File: src/rtl/led_sequencer.sv
// LED pattern sequencer: OFF / BLINK / CHASE / BREATHE patterns advanced every STEP_TICKS tick strobes.
// All outputs registered; breathe output is a PWM compare of a free-running counter against a triangle duty.
module led_sequencer #(
  parameter int STEP_TICKS = 4,
  parameter int PWM_BITS   = 8
) (
  input  logic       clk,
  input  logic       rst,
  input  logic       tick,
  input  logic [1:0] mode,
  input  logic       mode_load,
  output logic [4:0] led,
  output logic       step_out
);

  localparam logic [7:0]          LAST_TICK = 8'(STEP_TICKS - 1);
  localparam logic [PWM_BITS-1:0] DUTY_MAX  = '1;

  typedef enum logic [1:0] {
    M_OFF     = 2'd0,
    M_BLINK   = 2'd1,
    M_CHASE   = 2'd2,
    M_BREATHE = 2'd3
  } mode_t;

  mode_t               cur_mode;
  logic [7:0]          tick_cnt;
  logic [3:0]          pos;
  logic [PWM_BITS-1:0] duty;
  logic [PWM_BITS-1:0] pwm_cnt;
  logic                dir;
  logic                step;
  logic [3:0]          pos_nxt;

  assign step = tick && (tick_cnt == LAST_TICK) && !mode_load;

  // Chase LEDs are driven from the post-rotation position so led[3:0] always equals pos.
  always_comb begin
    pos_nxt = pos;
    if (step) pos_nxt = {pos[2:0], pos[3]};
  end

  always_ff @(posedge clk) begin
    if (rst) begin
      cur_mode <= M_OFF;
      tick_cnt <= '0;
      pos      <= 4'b0001;
      duty     <= '0;
      dir      <= 1'b0;
      pwm_cnt  <= '0;
      led      <= '0;
      step_out <= 1'b0;
    end else begin
      pwm_cnt  <= pwm_cnt + 1'b1;
      step_out <= step;
      if (mode_load) begin
        cur_mode <= mode_t'(mode);
        tick_cnt <= '0;
        pos      <= 4'b0001;
        duty     <= '0;
        dir      <= 1'b0;
        led      <= '0;
      end else begin
        if (tick) tick_cnt <= (tick_cnt == LAST_TICK) ? 8'd0 : tick_cnt + 8'd1;
        case (cur_mode)
          M_OFF:   led <= '0;
          M_BLINK: if (step) led <= ~led;
          M_CHASE: begin
            pos <= pos_nxt;
            led <= {1'b1, pos_nxt};
          end
          M_BREATHE: begin
            led <= {pwm_cnt < duty, 4'b0000};
            // Triangle ramp: turn around at the ends instead of wrapping.
            if (step) begin
              if (!dir) begin
                if (duty == DUTY_MAX) begin
                  duty <= DUTY_MAX - 1'b1;
                  dir  <= 1'b1;
                end else begin
                  duty <= duty + 1'b1;
                end
              end else begin
                if (duty == '0) begin
                  duty <= 1;
                  dir  <= 1'b0;
                end else begin
                  duty <= duty - 1'b1;
                end
              end
            end
          end
          default: led <= '0;
        endcase
      end
    end
  end

endmodule

File: config.mk
export PLATFORM = sky130hd
export DESIGN_NAME = led_sequencer
export DESIGN_NICKNAME = d
export VERILOG_FILES = /design/src/rtl/led_sequencer.sv
export SDC_FILE = /design/constraint.sdc
export NUM_CORES = 1
export LEC_CHECK = 0
export CELL_PAD_IN_SITES_DETAIL_PLACEMENT = 1
export CELL_PAD_IN_SITES_GLOBAL_PLACEMENT = 2
export CORE_MARGIN = 2
export CORE_UTILIZATION = 32
export DETAILED_ROUTE_END_ITERATION = 8
export PLACE_DENSITY = 0.81
export SYNTH_ARGS = -nofsm -noshare
export SYNTH_HDL_FRONTEND = slang
export SYNTH_SLANG_ARGS = --single-unit
File: constraint.sdc
create_clock -name clk -period 2 [get_ports clk]
set_input_delay 0.4 -clock clk [delete_from_list [all_inputs] [get_ports clk]]
set_output_delay 0.4 -clock clk [all_outputs]
set_load 0.05 [all_outputs]
* After elaboration in Yosys (flattened, before gate mapping) *
Index checks and enable logic that the tools add are counted.

storage, ports and cells
  bits in latches = 0
  memories = 0
  bits in read-only memories = 0
  word-level logic and storage cells = 37
  memory bits (writable) = 0
  bits of input ports = 6
  output and inout bits = 6
  flip-flop bits (word level) = 37

operators by class
  shifts and indexed selects = 0
  bitwise operators = 1
  equal/unequal tests = 6
  reduce and logical (&&, ||, !) cells = 7
  multipliers = 0
  multiplexer cells = 10
  order comparisons = 1
  divide/modulo/power cells = 0
  add/sub/neg operators = 4

operators by type and width
  operator                                             count
  2-to-1 mux 8 bit                                     4
  adder 8 x 1 -> 8 bit, second input constant          3
  case mux 5 bit (4 select lines)                      1
  equality test 8 x 2 -> 1 bit, second input constant  1
  equality test 8 bit, second input constant           1
  logical NOT 8 bit                                    1
  < comparator 8 bit                                   1
  subtractor 8 x 1 -> 8 bit, second input constant     1
  2-to-1 mux 5 bit                                     1
  NOT 5 bit                                            1
  equality test 2 bit, second input constant           2
  2-to-1 mux 4 bit                                     1
  2-to-1 mux 1 bit                                     3
  equality test 2 x 1 -> 1 bit, second input constant  1
  logical AND 1 bit                                    2
  logical NOT 2 bit                                    1
  inequality test 2 bit, second input constant         1
  AND reduction 2 bit                                  1
  OR reduction 2 bit                                   1
  logical NOT 1 bit                                    1

* Longest topological paths before layout *
Gate-level depths: netlist (run 1).

  depth in word-level cells = 5
  mapped depth = 7
  gate-level depth less buffers = 7

* Worst setup path after synthesis (run 1) *
OpenSTA, ideal clock, no wires.

  path kind = register to register
  from = register tick_cnt[2]
  to = register pos[0]
  cell stages (with the launch flop) = 7
  arrival time = 2057 ps
  data required time = 1874 ps
  path buffers = 1
  slack = -183 ps
  library setup time = 126 ps
  path through = dfxtp_1 -> or4_4 -> or4_1 -> buf_2 -> nor3_4 -> mux2i_1 -> nand2_1

on the way
  cells in the longest elaborated chain, start to end = 4

ends and longest elaborated chain
  element                          line  RTL
  from (decl)                      27    logic [7:0] tick_cnt;
  from (signal assigned)           64    if (tick) tick_cnt <= (tick_cnt == LAST_TICK) ? 8'd0 : tick_cnt + 8'd1;
  equality test 8 x 2 -> 1 bit     35    assign step = tick && (tick_cnt == LAST_TICK) && !mode_load;
  logical AND 1 bit (2 in series)  35
  2-to-1 mux 4 bit                 40    if (step) pos_nxt = {pos[2:0], pos[3]};
  to (signal assigned)             69    pos <= pos_nxt;
  to (decl)                        28    logic [3:0] pos;

No other way between the ends.
A chain may end at the register's enable or synchronous reset.

* Worst setup path after layout (run 1) *
  from = register tick_cnt[5]
  to = register led[1]

on the way
  cells in the longest elaborated chain, start to end = 5
  elaborated cells on any way between the ends = 6
  classes of those cells = 2 x eq/ne; 2 x mux; 2 x reduce/logical

ends and longest elaborated chain
  element                            line  RTL
  equality test 8 x 2 -> 1 bit *     35
  logical AND 1 bit * (2 in series)  35
  2-to-1 mux 4 bit                   40
  case mux 5 bit (4 select lines)    65    case (cur_mode)
  to (signal assigned)               67    M_BLINK: if (step) led <= ~led;
  to (signal assigned)               70    led <= {1'b1, pos_nxt};
  to (signal assigned)               73    led <= {pwm_cnt < duty, 4'b0000};
  to (decl)                          12    output logic [4:0] led,

Mark *: on every way between the ends. The rest lies on a longest branch, timed or not.

==> impl_metrics.tcl, run 1 <==
set metrics [dict create \
    r2r_end "led[1]" \
    synth.net_count 254 \
    timing.final.crit_period_ps 2070 \
    yosys_register_bits 37 \
    crit_buf_inv 0 \
    syn_avg_cell_area_sq_um 8.49 \
    start_util_pct 33.4 \
    firstDrtPassIters 4 \
    cpMostUsedCell "or4_4" \
    core_sq_mm 0.00599 \
    synth_top_area_share_pct 37.0 \
    clkSinkCount 37 \
    end_kind "flip-flop" \
    pwr-share-comb_pct 6.4 \
    seqPwrFrac_pct 45.6 \
    hpwl_mm 4.21 \
    status "complete, but fails checks" \
    fillerInstances 711 \
    hold_start "pwm_cnt[0]" \
    max_freq_mhz 484 \
    yosys-top-cells-count "dfxtp_1 (37), nor2_1 (36), a21oi_1 (16), o21ai_0 (14), ha_1 (12)" \
    drc 0 \
    r2r_start "tick_cnt[5]" \
    synth_area_leaders "dfxtp_1 (37%), ha_1 (7.5%), nor2_1 (6.7%)" \
    syn2layout_area_growth_pct 34.4 \
    overflow 0 \
    fin_ws_ps -66.0 \
    drv_cap 0 \
    cp_slowest_cell "or4_4" \
    port_buffers 11 \
    wl_per_cell_um 16.1 \
    track_usage_pct 17.2 \
    clk_pin_slew_ps 80 \
    io-pin-count 12 \
    vias 1907 \
    min_to "pwm_cnt[0]" \
    final_layout_size_suffix_gt1_share_pct 22.0 \
    final_hold_viol_count 0 \
    synth.distinct_cells 44 \
    drt_iter0_drc 55 \
    failed_checks "negative setup slack" \
    clkPwrFrac_pct 48.0 \
    crit_chain "or4_4 > or4_4 > o211a_4 > a221oi_2 > nor2_1" \
    ant_nets 0 \
    dieArea_sq_mm 0.00691 \
    h-tree-depth 2 \
    antenna_found_initial 0 \
    routabilityCongestion 0.812 \
    p_leak_uw 0.00105 \
    rsz0062_at_grt "true" \
    synth_seq_area_share_pct 37.0 \
    yosysWarningCount 0 \
    setup_viol 7 \
    hold_depth 1 \
    drv_slew 0 \
    netlist_instances 236 \
    dp_cells 345 \
    row_count 28 \
    p_int_uw 1300 \
    n_antenna_cell 0 \
    die-width_um 83.1 \
    wirelength_mm 5.74 \
    grt_pass1_wl_mm 9.74 \
    cts-root-buf "clkbuf_8" \
    synth_ff_type "dfxtp_1" \
    cts_hold_buf 0 \
    worstMarginPinSlew_ps 500 \
    die_h_um 83.1 \
    skew_ps 7.34 \
    path_class "reg2reg" \
    ir_drop_mv 0.258 \
    async_reset_ff_share_pct 0 \
    grt_max_degree 14 \
    arrival_ps 2260 \
    grt_pass1_vias 2009 \
    fin_nets 299 \
    slew-limit-headroom_pct 66.5 \
    critPathMaxFanout 4 \
    clock_latency_ps 300 \
    cts-buffers-inserted 5 \
    reg2reg_depth 5 \
    yosysTopAreaCell "dfxtp_1" \
    via_per_inst 5.34 \
    p_sw_uw 365 \
    hold_class "reg2reg" \
    cpLargestDelayFamily "simple AND/OR/NAND/NOR gates" \
    setup.worst_path.start_class "flip-flop" \
    power_uw 1660 \
    synth_edf_count 0 \
    synthMostInstantiatedCell "dfxtp_1" \
    ctsLongestPathBuffers 2 \
    rrSetupSlack_ps -70 \
    syn_area_sq_mm 0.00200 \
    timing.final.crit_share_pct 103 \
    switching_share_pct 21.9 \
    final_cells 357 \
    crit_required_ps 2190 \
    cts_tree "built" \
    slowest_delay_ps 530 \
    p_per_area_mw_per_mm2 618 \
]
## kinds of logic (layout without fill, tap and decap cells)
group / count (synthesis) / in the layout / synth area share [%]
buffers and inverters: 19 / 65 / 3.62
adders and majority gates: 12 / 12 / 7.50
and+or+nand+nor: 86 / 86 / 22.0
muxes: 9 / 9 / 4.56
AOI/OAI and AO/OA: 59 / 59 / 19.2
DFF: 37 / 37 / 37.0
xor gates and xnor gates: 14 / 14 / 6.12
## cells in the final DEF, fill, tap and decap left out, drive strengths merged, types with 6 or more instances in the layout
cell / Yosys / layout
dfxtp: 37 / 37
nor2: 36 / 36
buf: 1 / 35
a21oi: 16 / 16
o21ai: 14 / 14
inv: 11 / 12
ha: 12 / 12
clkdlybuf4s50: 0 / 11
nand2: 11 / 11
mux2i: 8 / 8
nand3: 8 / 8
xnor2: 7 / 7
xor2: 7 / 7
nand4: 6 / 6
## worst max-delay path by stage
stage / from / cells past startpoint / slack, ps / endpoint
floorplan: tick_cnt[5] / 6 / -130 / pos[0]
global placement: tick / 6 / -190 / led[2]
detailed placement: tick / 6 / -220 / led[1]
CTS: tick_cnt[5] / 5 / -70 / led[1]
global route: tick_cnt[5] / 5 / -140 / led[2]
finish: tick_cnt[5] / 5 / -70 / led[1]
## power groups by stage
stage	sequential, uW	combinational [uW]	clock, uW
after floorplan	783	51.8	0
after global placement	775	104	0
after detailed placement	776	105	0
after CTS	759	106	822
after global routing	761	118	853
final	759	106	798
## flip-flops by register name, indices dropped and copies added (netlist names)
name and cells:
pwm_cnt 8, cur_mode 2, tick_cnt 8, step_out 1, led 5, pos 4, duty 8, dir 1
## metrics by stage
step                cell area [sq um]  hold WS [ps]  TNS [ps]  setup slack (ps)  util (%)
finish                           2690           488      -315             -66.0      44.9
global route                     2690           531     -1110              -139      44.9
global placement                 2450           439     -1940              -188      40.9
floorplan                        2050           426      -867              -125         -
detailed placement               2450           478     -2550              -221      40.9
CTS                              2610           500      -227             -70.2      43.6
## layout make-up
class | count | area, sq um | share of cell area (%)
multi-input cells | 180 | 1280 | 47.7
flip-flops and latches | 37 | 742 | 27.6
repair buffers | 46 | 392 | 14.6
well taps | 75 | 93.8 | 3.49
clock buffers | 5 | 68.8 | 2.56
clock inverters | 3 | 68.8 | 2.56
inverters | 11 | 41.3 | 1.53
## metal layers
layer	vias to the layer above	routed length, um	part of all wire (%)	global-route usage [%]
met4	0	64	1.1	4.92
met1	933	2540	44	21.3
met3	7	142	2.5	3.38
li1	947	-	-	-
met2	20	2990	52	30.3
met5	-	0	0	0
## timing repair
item / CTS / global route
pin swaps: 0 / 5
gates resized for setup: 1 / 17
setup buffers: 2 / 2
setup endpoints to repair: 8 / 22
No activity file was read; power rests on OpenSTA's default activity.
==> run 2: changes to the inputs <==
RECOVER_POWER = 100   (was default)
==> run 2 against run 1 <==
Net effect: the flow still finishes with violations (negative setup slack); die area unchanged; final cell count unchanged; design area down 0.14%; register-to-register slack about the same; flip-flop and latch count unchanged; clock power about the same; largest power group unchanged; first-iteration DRC count up 7.3%.
==> impl_metrics.tcl, run 2 (synthesized netlist as in run 1, its figures left out) <==
set metrics [dict create \
    routabilityCongestion 0.812 \
    wirelength_mm 5.75 \
    cts-buffers-inserted 5 \
    dieArea_sq_mm 0.00691 \
    p_per_area_mw_per_mm2 618 \
    h-tree-depth 2 \
    final_layout_size_suffix_gt1_share_pct 21.6 \
    core_sq_mm 0.00599 \
    row_count 28 \
    fin_area_sq_mm 0.00269 \
    p_leak_uw 0.00104 \
    path_class "reg2reg" \
    clock_latency_ps 300 \
    grt_max_degree 14 \
    wl_met2_mm 3.01 \
    rsz0062_at_grt "true" \
    grt_pass1_vias 2009 \
    drv_slew 0 \
    timing.final.crit_share_pct 104 \
    drt_iter0_drc 59 \
    setup_viol 7 \
    status "complete, but fails checks" \
    vias 1903 \
    slew-limit-headroom_pct 66.5 \
    start_util_pct 33.4 \
    failed_checks "negative setup slack" \
    clkSinkCount 37 \
    wl_per_cell_um 16.1 \
    reg.largest.list "duty x8, pwm_cnt x8, tick_cnt x8" \
    hpwl_mm 4.21 \
    cpMostUsedCell "or4_4" \
    crit_chain "or4_4 > or4_4 > o211a_4 > a221oi_2 > nor2_1" \
    antenna_found_initial 0 \
    die_h_um 83.1 \
    skew_ps 7.35 \
    wl_met1_mm 2.57 \
    wl_met3_um 112 \
    hold_class "reg2reg" \
    overflow 0 \
    max_freq_mhz 483 \
    ir_drop_mv 0.258 \
    ant_nets 0 \
    fin_nets 299 \
    grt_pass1_wl_mm 9.74 \
    syn2layout_area_growth_pct 34.2 \
    layout_common_cells "nor2_1 (36), dfxtp_1 (36), buf_4 (29)" \
    track_usage_pct 17.2 \
    fillerInstances 713 \
    arrival_ps 2260 \
    n_antenna_cell 0 \
    end_kind "flip-flop" \
    setup.worst_path.start_class "flip-flop" \
    io-pin-count 12 \
    final_hold_viol_count 0 \
    crit_required_ps 2190 \
    pre_cts_ws_ps -221 \
    firstDrtPassIters 4 \
    dpl_cell_area_sq_mm 0.00245 \
    cts-root-buf "clkbuf_8" \
    clk_pin_slew_ps 80 \
    via_per_inst 5.33 \
    fin_ws_ps -70.3 \
    timing.final.crit_period_ps 2070 \
    slowest_delay_ps 530 \
    drc 0 \
    cpLargestDelayFamily "simple AND/OR/NAND/NOR gates" \
    cts_tree "built" \
    drv_cap 0 \
    port_buffers 11 \
    ctsLongestPathBuffers 2 \
    critPathMaxFanout 4 \
    cp_slowest_cell "or4_4" \
    topRoutingLayerUsed "met4" \
    die-width_um 83.1 \
    worstMarginPinSlew_ps 500 \
    crit_buf_inv 0 \
]
run 2: cell type report:
| cell class | instances | area, sq um | share of cell area, % |
|---|---|---|---|
| multi-input combinational | 180 | 1280 | 47.8 |
| sequential | 37 | 742 | 27.6 |
| timing repair buffer | 46 | 388 | 14.4 |
| tap | 75 | 93.8 | 3.49 |
| clock buffer | 5 | 68.8 | 2.56 |
| clock inverter | 3 | 68.8 | 2.56 |
| inverter | 11 | 41.3 | 1.54 |
run 2: what timing repair did:
| item | CTS | global route |
|---|---|---|
| resized for setup | 1 | 17 |
| pin swaps | 0 | 5 |
| endpoints found under the setup margin | 8 | 22 |
| hold buffers | 0 | 0 |
| buffers inserted | 2 | 2 |
run 2: power by group:
part	internal [uW]	switching (uW)
combinational	47.0	57.1
sequential	747	11.6
clock	502	296
total	1300	365
run 2: per-layer routing:
metal / vias to the layer above / GRT usage [%]
met1: 931 / 21.3
met4: 0 / 4.92
met2: 17 / 30.3
met5: - / 0
met3: 7 / 3.38
li1: 948 / -
run 2: final timing paths:
check,startpoint,slack [ps],cells past startpoint,end
worst max-delay path,tick_cnt[5],-70,5,led[1]
worst min register to register,pwm_cnt[0],490,1,pwm_cnt[0]
worst max register to register,tick_cnt[5],-70,5,led[1]
worst min-delay path,pwm_cnt[0],490,1,pwm_cnt[0]
run 2: worst reg2reg max path, stage by stage (launching register included):
cell and delay, ps:
dfxtp_2 330, or4_4 530, or4_4 480, o211a_4 300, a221oi_2 250, nor2_1 60
run 2: per-stage QoR:
stage	hold WS [ps]	setup TNS (ps)	utilization, %	instances	total power (uW)
global route	531	-1110	44.9	357	1730
global placement	439	-1940	40.9	345	879
floorplan	426	-867	-	236	835
finish	489	-310	44.9	357	1660
detailed placement	478	-2550	40.9	345	881
CTS	500	-227	43.6	355	1690
==> run 3: changes to the inputs <==
CORE_MARGIN = 4   (was 2)
==> run 3 against run 2 <==
Net effect: the run still ends with negative setup slack left; critical endpoint is now pos[0]; sequential power hardly changed; via count is 0.53% lower; final cell count is 0.28% lower; power is 1.5% lower; hold slack worse by 17 ps; global-route usage is 1.2 points lower; clock power is 3.3% lower; utilization is 0.86 points lower; setup slack better by 30 ps; combinational power hardly changed; clock skew is 1.2 ps lower.
==> impl_metrics.tcl, run 3 (synthesized netlist as in run 1, its figures left out) <==
set metrics [dict create \
    track_usage_pct 16.0 \
    syn2layout_area_growth_pct 31.6 \
    die-width_um 87.1 \
    antenna_found_initial 0 \
    wl_per_cell_um 15.3 \
    failed_checks "negative setup slack" \
    rsz0062_at_grt "true" \
    power_uw 1640 \
    max_freq_mhz 490 \
    dpl_cell_area_sq_mm 0.00247 \
    h-tree-depth 2 \
    path_class "reg2reg" \
    drv_cap 0 \
    grt_max_degree 17 \
    drt_iter0_drc 57 \
    fillerInstances 717 \
    crit_required_ps 2180 \
    start_util_pct 33.4 \
    timing.final.crit_share_pct 102 \
    dieArea_sq_mm 0.00759 \
    port_buffers 11 \
    routabilityCongestion 0.764 \
    clk_pin_slew_ps 80 \
    drv_slew 0 \
    cts-buffers-inserted 5 \
    fin_nets 298 \
    die_h_um 87.1 \
    p_per_area_mw_per_mm2 621 \
    vias 1893 \
    grt_pass1_wl_mm 9.56 \
    p_leak_uw 0.00102 \
    n_antenna_cell 0 \
    critPathMaxFanout 5 \
    core_sq_mm 0.00599 \
    final_hold_viol_count 0 \
    io-pin-count 12 \
    rrSetupSlack_ps -40 \
    hold_depth 1 \
    overflow 0 \
    final_layout_size_suffix_gt1_share_pct 19.9 \
    row_count 28 \
    slew-limit-headroom_pct 63.6 \
    via_per_inst 5.32 \
    setup_viol 6 \
    skew_ps 6.16 \
    setup.worst_path.start_class "flip-flop" \
    fin_hold_ws_ps 472 \
    fin_ws_ps -39.9 \
    cts-root-buf "clkbuf_8" \
    layout_common_cells "nor2_1 (36), dfxtp_1 (36), buf_4 (30)" \
    firstDrtPassIters 4 \
    cts_setup_buffers 0 \
    grt_pass1_vias 1948 \
    arrival_ps 2220 \
    hpwl_mm 4.17 \
    final_cells 356 \
    end_kind "flip-flop" \
    wirelength_mm 5.44 \
    clkSinkCount 37 \
    clock_latency_ps 290 \
    ir_drop_mv 0.332 \
    ctsLongestPathBuffers 2 \
    dp_cells 348 \
    cts_tree "built" \
    ant_nets 0 \
    reg2reg_depth 5 \
    hold_class "reg2reg" \
    status "complete, but fails checks" \
    cts_hold_buf 0 \
    worstMarginPinSlew_ps 546 \
    reg.largest.list "duty x8, pwm_cnt x8, tick_cnt x8" \
    timing.final.crit_period_ps 2040 \
    drc 0 \
    fin_area_sq_mm 0.00264 \
]
## run 3: final cells by class
class	count	area (sq um)	share of cell area [%]
multi-input cells	180	1250	47.5
flip-flops and latches	37	742	28.1
repair buffers	45	373	14.1
well taps	75	93.8	3.56
clock buffers	5	68.8	2.61
clock inverters	3	65.1	2.47
inverters	11	41.3	1.57
## run 3: final timing paths
| path | startpoint | endpoint |
|---|---|---|
| max | tick_cnt[5] | pos[0] |
| min | pwm_cnt[0] | pwm_cnt[0] |
| max reg2reg | tick_cnt[5] | pos[0] |
| min reg2reg | pwm_cnt[0] | pwm_cnt[0] |
## run 3: timing repair
| action | CTS | global route |
|---|---|---|
| setup endpoints to repair | 6 | 16 |
| resized for setup | 0 | 8 |
| pin swaps | 1 | 1 |
## run 3: power by group
| group | switching (uW) | internal, uW | total [uW] |
|---|---|---|---|
| logic | 56.2 | 49.6 | 106 |
| clock network | 277 | 496 | 773 |
| registers | 10.5 | 748 | 758 |
## run 3: per-stage QoR
stage / util (%) / TNS [ps] / setup slack [ps]
6_report: 44.0 / -129 / -39.9
5_1_grt: 44.0 / -886 / -136
4_1_cts: 43.5 / -167 / -42.3
3_5_place_dp: 41.3 / -1700 / -219
3_3_place_gp: 41.3 / -1220 / -182
2_1_floorplan: - / -867 / -125
## run 3: worst max-delay path, stage by stage (launching register included)
cell	delay, ps
dfxtp_2	330
or4_4	530
or4_4	470
nor3_4	280
mux2i_1	240
nand2_1	80
## run 3: layer usage
metal,up-vias,part of all wire (%),track usage (%)
li1,942,-,-
met1,921,46,20.6
met2,24,50,26.8
met3,6,3.0,3.50
met4,0,0.97,4.74
met5,-,0,0
